### config.mk
export PLATFORM = sky130hd
export DESIGN_NAME = route_controller
export DESIGN_NICKNAME = d
export VERILOG_FILES = /design/src/rtl/route_controller.sv
export SDC_FILE = /design/constraint.sdc
export NUM_CORES = 1
export LEC_CHECK = 0
export CORE_MARGIN = 10
export CORE_UTILIZATION = 50
export DETAILED_ROUTE_END_ITERATION = 8
export PLACE_DENSITY = 0.7
export SLEW_MARGIN = 20
export SYNTH_ARGS = -nofsm -noshare
export SYNTH_HDL_FRONTEND = slang
export SYNTH_SLANG_ARGS = --single-unit
### constraint.sdc
create_clock -name clk -period 2.9 [get_ports clk]
set_input_delay 0.87 -clock clk [delete_from_list [all_inputs] [get_ports clk]]
set_output_delay 0.87 -clock clk [all_outputs]
set_load 0.02 [all_outputs]
### src/rtl/route_controller.sv
// Line-follower route sequencer: sensor sync, follow/cross/turn FSM,
// per-motor drive commands and route progress across crossings.
module route_controller #(
  parameter int ROUTE_LEN = 4,
  parameter logic [2*ROUTE_LEN-1:0] ROUTE = 8'b11_10_01_00,
  parameter int CROSS_PERIODS = 5,
  parameter int TURN_MIN_PERIODS = 10,
  parameter int LOST_PERIODS = 25
) (
  input  logic       clk,
  input  logic       reset,
  input  logic       sensor_l,
  input  logic       sensor_m,
  input  logic       sensor_r,
  input  logic       period_tick,
  output logic [1:0] motor_l_cmd,
  output logic [1:0] motor_r_cmd,
  output logic [3:0] route_idx,
  output logic       lost,
  output logic       done
);

  localparam logic [1:0] STOP = 2'b00;
  localparam logic [1:0] FWD  = 2'b01;
  localparam logic [1:0] BACK = 2'b10;

  localparam logic [31:0] ROUTE_PAD = 32'(ROUTE);
  localparam logic [4:0]  LEN       = 5'(ROUTE_LEN);
  localparam logic [7:0]  CROSS_N   = 8'(CROSS_PERIODS);
  localparam logic [7:0]  TURN_N    = 8'(TURN_MIN_PERIODS);
  localparam logic [7:0]  LOST_N    = 8'(LOST_PERIODS);

  typedef enum logic [2:0] {
    FOLLOW, CROSS, TURN_L, TURN_R, LOST, DONE
  } state_t;

  state_t     state, nstate;
  logic [2:0] sync1, s;
  logic [7:0] cnt, cnt_inc, ncnt;
  logic [4:0] idx, nidx;
  logic [1:0] entry, nentry, cur_entry;
  logic [1:0] nl, nr;
  logic       cross_hit;

  assign route_idx = idx[3:0];
  assign cur_entry = ROUTE_PAD[{idx[3:0], 1'b0} +: 2];
  assign cnt_inc   = (period_tick && cnt != 8'hff) ? cnt + 8'd1 : cnt;

  always_comb begin
    nstate    = state;
    ncnt      = cnt_inc;
    nidx      = idx;
    nentry    = entry;
    cross_hit = 1'b0;
    unique case (state)
      FOLLOW: begin
        if (s == 3'b111)
          cross_hit = 1'b1;
        else if (s != 3'b000)
          ncnt = 8'd0;
        else if (period_tick && cnt_inc == LOST_N)
          nstate = LOST;
      end
      CROSS: begin
        if (period_tick && cnt_inc == CROSS_N) begin
          unique case (entry)
            2'b01:   nstate = TURN_L;
            2'b10:   nstate = TURN_R;
            default: nstate = FOLLOW;
          endcase
        end
      end
      TURN_L, TURN_R: begin
        if (cnt_inc >= TURN_N && s[1])
          nstate = FOLLOW;
      end
      LOST: begin
        if (s == 3'b111)
          cross_hit = 1'b1;
        else if (s != 3'b000)
          nstate = FOLLOW;
      end
      DONE: ;
      default: nstate = FOLLOW;
    endcase
    // Route bookkeeping shared by FOLLOW and LOST crossings
    if (cross_hit) begin
      nidx = (idx == LEN) ? idx : idx + 5'd1;
      if (idx == LEN || cur_entry == 2'b11) begin
        nstate = DONE;
      end else begin
        nstate = CROSS;
        nentry = cur_entry;
      end
    end
    if (nstate != state)
      ncnt = 8'd0;
  end

  always_comb begin
    nl = motor_l_cmd;
    nr = motor_r_cmd;
    unique case (nstate)
      FOLLOW: begin
        unique case (s)
          3'b110:  begin nl = STOP; nr = FWD;  end
          3'b100:  begin nl = BACK; nr = FWD;  end
          3'b011:  begin nl = FWD;  nr = STOP; end
          3'b001:  begin nl = FWD;  nr = BACK; end
          3'b000:  ;
          default: begin nl = FWD;  nr = FWD;  end
        endcase
      end
      CROSS:   begin nl = FWD;  nr = FWD;  end
      TURN_L:  begin nl = BACK; nr = FWD;  end
      TURN_R:  begin nl = FWD;  nr = BACK; end
      default: begin nl = STOP; nr = STOP; end
    endcase
  end

  always_ff @(posedge clk or posedge reset) begin
    if (reset) begin
      sync1       <= 3'b000;
      s           <= 3'b000;
      state       <= FOLLOW;
      cnt         <= 8'd0;
      idx         <= 5'd0;
      entry       <= 2'b00;
      motor_l_cmd <= STOP;
      motor_r_cmd <= STOP;
      lost        <= 1'b0;
      done        <= 1'b0;
    end else begin
      sync1       <= {sensor_l, sensor_m, sensor_r};
      s           <= sync1;
      state       <= nstate;
      cnt         <= ncnt;
      idx         <= nidx;
      entry       <= nentry;
      motor_l_cmd <= nl;
      motor_r_cmd <= nr;
      lost        <= (nstate == LOST);
      done        <= (nstate == DONE);
    end
  end

endmodule

==> impl_summary.txt <==
----------------------------------------------------
[Cells and area]
  Cell area after layout ... roughly 2300 um^2
  Fin cells ... 280
  Final-layout fill cell count ... around 300
  Layout-stage area growth over the synthesis result ... 22.7%
  Ant. Diodes ... 0
  Fraction of final layout cells sized beyond drive strength 1 ... between 20% and 30%
  Number of nets in the finished design ... between 200 and 250

[Floorplanning]
  Initial Util ... just over 50%
  X dimension of the die ... approximately 82 um
  Site Rows ... 22
  DIE HEIGHT ... 81.8 um
  Count of pins on the block boundary ... 16
  Core outline area ... 3690 um^2
  Die Footprint ... ~6700 um^2

[Worst setup path]
  CP peak stage delay ... approximately 0.33 ns
  Endpoint required time on the critical path ... between 3 and 4 ns
  Setup crit end ... cnt[2]
  Startpoint class of the critical path ... input port
  Endpoint of the lowest-slack register-to-register path ... cnt[2]
  Standard cell with the maximum stage delay on the critical path ... sky130_fd_sc_hd__a2111oi_2
  Length in cells of the worst reg-to-reg path ... 9
  Top delay family on crit path ... simple AND/OR/NAND/NOR gates
  WS Path Type ... in2reg
  Critical path cell sequence ... dlygate4sd2_1 -> buf_4 -> nand4bb_1 -> nor3_2 -> o22ai_1 -> a2111oi_2 -> buf_4 -> o211ai_2 -> xnor2_4 -> nor4bb_1
  Top cell by count, worst path ... sky130_fd_sc_hd__buf_4
  Critical Path Stages ... 10
  Crit. Startpoint ... period_tick
  Bufs and invs on worst path ... 3
  R2R Setup Slk ... between 0.3 and 0.4 ns
  Critical register-to-register path startpoint ... cnt[1]
  Worst-path fanout max ... 8
  Crit. End Element ... register
  Arrival time reported for the critical path endpoint ... about 3 ns

[Logic synthesis]
  Synth cell types ... 66
  Cell Area, Synth ... approximately 1900 um^2
  Mean area per synthesized cell ... between 9 and 10 um^2
  Share of Yosys cell area claimed by the top area cell type ... 39.3%
  Portion of the post-synthesis area used by sequential elements ... about two fifths
  Top area cells in the synthesized netlist ... sky130_fd_sc_hd__dfrtp_1 39%, sky130_fd_sc_hd__nor2_1 3.5%, sky130_fd_sc_hd__nand3_1 2.9%
  Post-synth top area cell ... sky130_fd_sc_hd__dfrtp_1
  Syn. warnings ... 0
  Count of state elements after synthesis ... 30
  Asr flop ratio synth ... 100%
  Net count after synthesis ... 210
  Top_reg_cell synth ... sky130_fd_sc_hd__dfrtp_1
  Cell types with the highest counts after synthesis ... 30 x sky130_fd_sc_hd__dfrtp_1, 18 x sky130_fd_sc_hd__nor2_1, 14 x sky130_fd_sc_hd__nand2_1
  Most common cell in the synthesized netlist ... sky130_fd_sc_hd__dfrtp_1
  Number of flops mapped to enable cells by yosys ... 0
  Gate Count Post-Synth ... 200

[Global route]
  Most used routing layer in global routing ... met2
  Met1 usage ... about 16%
  Global-route track usage on met3 ... about 3.9%
  Wire length of the first global-routing pass ... 7830 um
  Via count of the first global-routing pass ... approximately 1700
  Number of antenna violations at the first check in global routing ... 0
  All-Layer GR Usage ... about 15%
  Met2 usage ... around 28%
  Overflow left after global routing ... 0
  Maximum number of pins on one net before global-route repair ... 31

[Power]
  Worst ir drop on vdd ... a little over 0.5 mV
  Leakage power ... slightly below 1 nW
  Power Dens Cells ... 839 nW/um^2
  Total design power ... 1.97 mW

[Routing]
  Number of detailed-routing iterations run before antenna repair ... 4
  Average wire per cell in the routed design ... approximately 17 um
  Detailed-route wire length ... ~4600 um
  Final ANT Viol Nets ... 0
  Per-cell via count in the routed design ... ~5.9
  Total via count after detailed routing ... approximately 1700
  Residual DRC ... 0
  Initial detailed-routing violation count ... 56

[Clocking]
  Largest buffer count on any clock path ... 2
  TritonCTS clock tree ... yes
  TritonCTS buffer count ... 5
  CTS H-tree depth ... 2
  Clock transition at path regs ... 0.06 ns
  CTS root buffer ... sky130_fd_sc_hd__clkbuf_8
  Hold buffer count at CTS ... 0
  Buffers inserted during post-CTS setup optimization ... 0
  Insertion delay of the later-clocked pin in the worst-skew pair ... about 0.28 ns
  Sink Count ... 30

[Timing]
  Final-report setup violation count ... 0
  Minimum period implied by the final worst setup slack ... 2.76 ns
  Transition at the pin with the smallest max-transition slack ... about 0.54 ns
  Setup repair after global routing missed its margin ... false
  Final Max Slew Viols ... 0
  Final period util ... a little over nine tenths
  Achievable frequency ... about 0.36 GHz
  Final Hold Violating Endpoints ... 0
  Clock tree skew after final layout ... 0.00408 ns
  Remaining max-slew budget at the tightest pin ... around 64%

[Placement]
  Final RePlAce weighted congestion ... 0.897
  Count of buffers inserted at the top-level ports ... 15
  HPWL reported at the end of detailed placement ... 3570 um
  Placement-stage cell area ... roughly 2200 um^2
  Placed cell count ... roughly 270

[Worst hold path]
  Worst min-delay path category ... reg2reg

[Flow run]
  Max cap viols ... 0

[Status]
  Status ... finished, final reports clean

----------------------------------------------------
==> state kept, by name, indices dropped and copies added, names as in the netlist <==
register / cells
cnt: 8
done: 1
entry: 2
idx: 5
lost: 1
motor_l_cmd: 2
motor_r_cmd: 2
s: 3
state: 3
sync1: 3
==> worst min-delay path by stage <==
| stage | endpoint | startpoint | slack [ns] | cells past startpoint |
|---|---|---|---|---|
| after floorplan | s[0] | sync1[0] | 0.33 | 0 |
| final | s[2] | sync1[2] | 0.35 | 0 |
| after global routing | s[2] | sync1[2] | 0.36 | 0 |
| after detailed placement | s[2] | sync1[2] | 0.34 | 0 |
| after global placement | s[1] | sync1[1] | 0.34 | 0 |
| after CTS | s[2] | sync1[2] | 0.36 | 0 |
==> cells by family after synthesis <==
family,share of synthesized area (%)
flops,39.3
buf+inv,7.01
mux,0.524
simple gates,25.9
xor+xnor,4.06
fa+ha+maj,2.62
compound gates,20.6
==> metrics by stage <==
step	setup slack, ns	setup TNS [ns]	hold WS, ns	util (%)
6_report	0.140	0	0.354	63.5
5_1_grt	0.0386	0	0.356	63.5
4_1_cts	0.169	0	0.356	63.2
3_5_place_dp	-0.484	-5.10	0.342	59.7
3_3_place_gp	-0.396	-4.74	0.339	59.7
2_1_floorplan	0.322	0	0.331	-
==> report_power, final <==
part           switching, mW  total [mW]  internal (mW)
logic                  0.497       0.954          0.457
registers              0.155       0.679          0.524
clock network          0.143       0.334          0.191
==> layout by cell type, fill, tap and decap left out, types with 6 or more instances in the layout <==
cell	Yosys	final
sky130_fd_sc_hd__a21oi_1	9	8
sky130_fd_sc_hd__buf_4	5	23
sky130_fd_sc_hd__clkbuf_8	0	6
sky130_fd_sc_hd__clkdlybuf4s50_1	0	14
sky130_fd_sc_hd__dfrtp_1	30	30
sky130_fd_sc_hd__inv_1	11	11
sky130_fd_sc_hd__nand2_1	14	14
sky130_fd_sc_hd__nand3_1	11	11
sky130_fd_sc_hd__nor2_1	18	18
sky130_fd_sc_hd__nor3_1	7	6
sky130_fd_sc_hd__o21ai_0	9	9
sky130_fd_sc_hd__xnor2_1	6	6
==> cell type report <==
type | count | area (um^2) | area share (%)
Timing Repair Buffer | 38 | 322 | 13.7
Tap cell | 48 | 60.1 | 2.56
Sequential cell | 30 | 751 | 32.1
Inverter | 12 | 45.0 | 1.92
Multi-Input combinational cell | 144 | 1070 | 45.8
Clock inverter | 1 | 5.00 | 0.214
Clock buffer | 7 | 86.3 | 3.69
==> per-layer routing <==
metal | wire [um] | up-vias
met1 | 1910 | 819
li1 | - | 795
met4 | 45 | 0
met5 | 0 | -
met3 | 173 | 6
met2 | 2520 | 36
==> timing repair <==
item                                    CTS  global route
pin swaps                                 4             0
endpoints found under the setup margin   11             5
resized for setup                         7             2
(Power assumes the default switching activity.)
==> RTL edit 1, RTL diff (same flow settings) <==
Re-encode `state_t` (6 states) as one-hot, 6 bits wide.
--- a/src/rtl/route_controller.sv
+++ b/src/rtl/route_controller.sv
@@ -30,8 +30,8 @@
   localparam logic [7:0]  TURN_N    = 8'(TURN_MIN_PERIODS);
   localparam logic [7:0]  LOST_N    = 8'(LOST_PERIODS);
 
-  typedef enum logic [2:0] {
-    FOLLOW, CROSS, TURN_L, TURN_R, LOST, DONE
+  typedef enum logic [5:0] {
+    FOLLOW = 6'b000001, CROSS = 6'b000010, TURN_L = 6'b000100, TURN_R = 6'b001000, LOST = 6'b010000, DONE = 6'b100000
   } state_t;
 
   state_t     state, nstate;
Formal check against the unedited RTL: no difference found for any inputs over 10 cycles, from zero or initial values and one cycle with reset high; not proved beyond that.
==> RTL edit 1 against the unedited design <==
- critical path depth shrank 1
- sequential power shrank 3%
- total power decreased by 4.1%
- routed wire length up 9.4%
- setup slack improved by 0.0021 ns
- sequential cell count grew 3
- synthesized area up 12%
- core utilization barely moved
- cell area rose by 9.9%
- clock power increased by 41%
- global-route usage is 0.33 points lower
- critical path type is now reg -> reg
- largest power group unchanged
- highest routed layer unchanged
==> RTL edit 1: results (changes against the unedited design) <==
metric,value,unit,change
nFillCells,322,,+6.3%
syn_to_final_growth,20.49,%,
grt_pass1_vias,1773,,+3.9%
max-vdd-ir-drop,0.4957,mV,-1.4%
maxSlewHeadroom,61.24,%,-2.9 points
finalWirelength,5082,um,+9.4%
insertion_delay,0.30,ns,+0.02 ns
timing.final.crit_share,95.11,%,about the same
globalRouteMet1Util,18.39,%,+2.8 points
met3_length,309,um,+79%
use_met2,22.62,%,-5.2 points
path_max_fanout,9,,+1
status,"complete, no violations",,
multiInputGateArea,0.001231,sq mm,+15%
design.seq.count,33,,+10%
max_stage_delay,0.45,ns,+0.12 ns
met1_length,2243,um,+18%
holdPathEnd,s[1]$_DFF_PP0_,,
post_cts_resize_count,5,,-2
r2r_slack,0.14,ns,-0.18 ns
viasPerCell,6.109,,+3.3%
gr-usage-all-layers,14.54,%,-0.33 points
fin_nets,263,,+9.1%
met3_usage,3.920,%,-0.010 points
cp_top_family,compound AO/OA/AOI/OAI gates,,
final-clk-cell-share,4.665,%,+0.77 points
ys_top_cells_by_area,"dfrtp_1 37%, nor2_1 3.3%, ha_1 2.9%",,
signal_buffers,34,,-11%
gp_congestion,0.8908,,-0.68%
critical_path_class,reg -> reg,,
drt-initial-drc-count,112,,+100%
reg_top3,"cnt (8), state (6), idx (5)",,
grt_pass1_wl,8756,um,+12%
layout-drive-gt1-share,23.72,%,about the same
r2r-end,motor_l_cmd[0]$_DFFE_PP0P_,,
dpl_cell_area,0.002435,sq mm,+11%
ff_latch_area,827.0,sq um,+10%
cp_slowest_cell,dfrtp_1,,
met2_length,2421,um,-3.9%
seq_area_frac_synth,38.70,%,-0.62 points
grt_max_degree,20,,-35%
-- RTL edit 1: cell types whose count changed after synthesis, sizes merged, moves of 3 or more --
cell    before  now
o21ai       10   13
and3         1    6
a21boi       3    0
nor3         7   10
nand4b       1    4
a21oi        9   12
a31oi        2    8
nor4b        4    1
nand4        6    9
-- RTL edit 1: cell families (layout without fill, tap and decap cells) --
logic type | Yosys count | count (layout) | synth area share (%)
AO/OA/AOI/OAI | 54 | 54 | 19.38
XOR/XNOR | 7 | 7 | 2.869
AND/OR/NAND/NOR | 99 | 99 | 28.92
multiplexers | 4 | 4 | 2.342
flip-flops | 33 | 33 | 38.70
adder cells (fa/ha/maj) | 5 | 5 | 2.927
buffers and inverters | 19 | 51 | 4.859
-- RTL edit 1: power by group --
part | total (mW) | internal, mW | leakage, nW | switching (mW)
logic | 0.753 | 0.347 | 0.612 | 0.407
clock network | 0.472 | 0.280 | 0.0574 | 0.192
registers | 0.660 | 0.549 | 0.427 | 0.111
total | 1.88 | 1.18 | 1.10 | 0.709
==> RTL edit 2, RTL diff (same settings) <==
Made on the original files. Change the parameter `ROUTE_LEN` from 4 to 16.
--- a/src/rtl/route_controller.sv
+++ b/src/rtl/route_controller.sv
@@ -1,7 +1,7 @@
 // Line-follower route sequencer: sensor sync, follow/cross/turn FSM,
 // per-motor drive commands and route progress across crossings.
 module route_controller #(
-  parameter int ROUTE_LEN = 4,
+  parameter int ROUTE_LEN = 16,
   parameter logic [2*ROUTE_LEN-1:0] ROUTE = 8'b11_10_01_00,
   parameter int CROSS_PERIODS = 5,
   parameter int TURN_MIN_PERIODS = 10,
Check against the original RTL: same outputs for any inputs over 10 cycles, from zero or initial values and one cycle with reset high; that may be too few to reach the edited logic, so the function may still have changed.
==> RTL edit 2 against the unedited design <==
- cell area down 7.2%
- die area decreased by 3.9%
- setup slack worse by 0.034 ns
- total power decreased by 30%
- sequential share of layout area increased by 2.5 points
- critical endpoint is now motor_r_cmd[1]$_DFFE_PP0P_
- cell count is 4.6% lower
- largest power group is now registers
- critical path depth down 2
- synthesized area fell by 5.2%
- sequential cell count unchanged
- synthesized cell count is 5.5% lower
- clock power is 26% lower
- sequential power is 14% lower
- routed wire length decreased by 15%
==> RTL edit 2: results (changes against the unedited design) <==
metric,value,unit,change
cp_top_family,compound AO/OA/AOI/OAI gates,,
cp.arrival,3.03,ns,+0.10 ns
worst_pin_slew,0.5066,ns,-0.03081 ns
cp_slowest_cell,a2111oi_4,,
clock_skew,0.009922,ns,+0.005840 ns
timing.final.crit_share,96.36,%,+1.2 points
fin_nets,230,,-4.6%
dpl_cell_area,0.002098,sq mm,-4.8%
avgSynthCellArea,9.579,sq um,+0.34%
worst_r2r_path_depth,8,,-1
hpwl,3100,um,-13%
met3_usage,4.009,%,+0.079 points
use_met2,22.95,%,-4.9 points
drt-initial-drc-count,59,,+5.4%
cts-root-buf,clkbuf_4,,
nFillCells,287,,-5.3%
ys_warn_count,0,,unchanged
post-place-ws,-0.2678,ns,+0.2161 ns
post_cts_resize_count,0,,-7
leakage,0.9097,nW,-5.9%
gp_congestion,0.8836,,-1.5%
ys_top_cells_by_area,"dfrtp_1 41%, nand2_1 3.7%, xnor2_1 3.4%",,
switching_power,493.6,uW,-38%
synthTopCellsByCount,"30 x dfrtp_1, 18 x nand2_1, 14 x nor2_1, 12 x inv_1, 11 x a21oi_1",,
layout-drive-gt1-share,21.27,%,-2.4 points
finalWirelength,3928,um,-15%
synth_fp_nets,199,,-5.2%
status,"complete, no violations",,
grt_pass1_wl,6837,um,-13%
reg_top3,"cnt (8), idx (5)",,
ys_async_sr_fraction,100.0,%,unchanged
globalRouteMet1Util,14.64,%,-0.92 points
hold_class,reg -> reg,,
whs,0.3572,ns,+0.003623 ns
seq_area_frac_synth,41.47,%,+2.1 points
antenna_found_initial,0,,unchanged
r2r_slack,0.18,ns,-0.14 ns
synth_cell_types,55,,-17%
vias,1509,,-8.9%
cts.clk_slew.worst_paths,0.09,ns,+0.03 ns
firstDrtPassIters,6,,+2
avgRoutedWirePerCell,14.71,um,-11%
dp_cells,259,,-4.8%
gr-usage-all-layers,13.36,%,-1.5 points
grt_max_degree,31,,unchanged
insertion_delay,0.33,ns,+0.05 ns
max_stage_delay,0.45,ns,+0.12 ns
min_path_cells,0,,unchanged
path_max_fanout,5,,-3
max-vdd-ir-drop,0.3976,mV,-21%
cts.path.max_buffers,2,,unchanged
[RTL edit 2: cell count changes after synthesis, moves of 3 or more]
cell / unedited run / this run
and3_1: 0 / 4
nand3_1: 11 / 8
nand4_1: 5 / 2
o21ai_0: 9 / 6
nor2_1: 18 / 14
nand2_1: 14 / 18
nor4b_2: 3 / 0
a31oi_1: 1 / 5
[RTL edit 2: layout make-up]
class	instances	area, sq um	area share [%]
multi-input combinational	135	953.4	43.84
timing repair buffer	36	307.8	14.15
tap	46	57.56	2.647
inverter	12	45.04	2.071
sequential	30	750.7	34.52
clock inverter	1	5.005	0.2301
clock buffer	7	55.05	2.532
[RTL edit 2: cells by family after synthesis]
family                   after synthesis  share of synthesized area [%]
buffers and inverters                 24                          6.772
AO/OA/AOI/OAI                         47                          21.01
XOR/XNOR                               8                          3.870
multiplexers                           2                          1.797
AND/OR/NAND/NOR                       74                          22.32
flip-flops                            30                          41.47
adder cells (fa/ha/maj)                4                          2.764
[RTL edit 2: power by group through the flow]
stage          Combinational, mW  Clock [mW]  Sequential (mW)
2_1_floorplan              0.323           0            0.593
3_3_place_gp               0.519           0            0.587
3_5_place_dp               0.529           0            0.592
4_1_cts                    0.531       0.256            0.584
5_1_grt                    0.582       0.280            0.601
6_report                   0.534       0.248            0.586
[RTL edit 2: final timing paths]
kind                                    start                         end
max                               period_tick  motor_r_cmd[1]$_DFFE_PP0P_
min                        sync1[1]$_DFF_PP0_              s[1]$_DFF_PP0_
max reg2reg                  cnt[0]$_DFF_PP0_  motor_r_cmd[1]$_DFFE_PP0P_
min reg2reg                sync1[1]$_DFF_PP0_              s[1]$_DFF_PP0_
max in group asynchronous               reset          sync1[2]$_DFF_PP0_
min in group asynchronous               reset  motor_r_cmd[1]$_DFFE_PP0P_
[RTL edit 2: worst reg2reg max path: cells and delay by family (launching register included)]
kind / cells / cell delay [ns]
AOI/OAI and AO/OA: 3 / 0.92
DFF: 1 / 0.47
adders and majority gates: 1 / 0.36
and+or+nand+nor: 4 / 0.89
[RTL edit 2: metal layers]
layer	routed length (um)	vias up
li1	-	742
met1	1630	720
met2	2032	34
met3	171	13
met4	93	0
met5	0	-
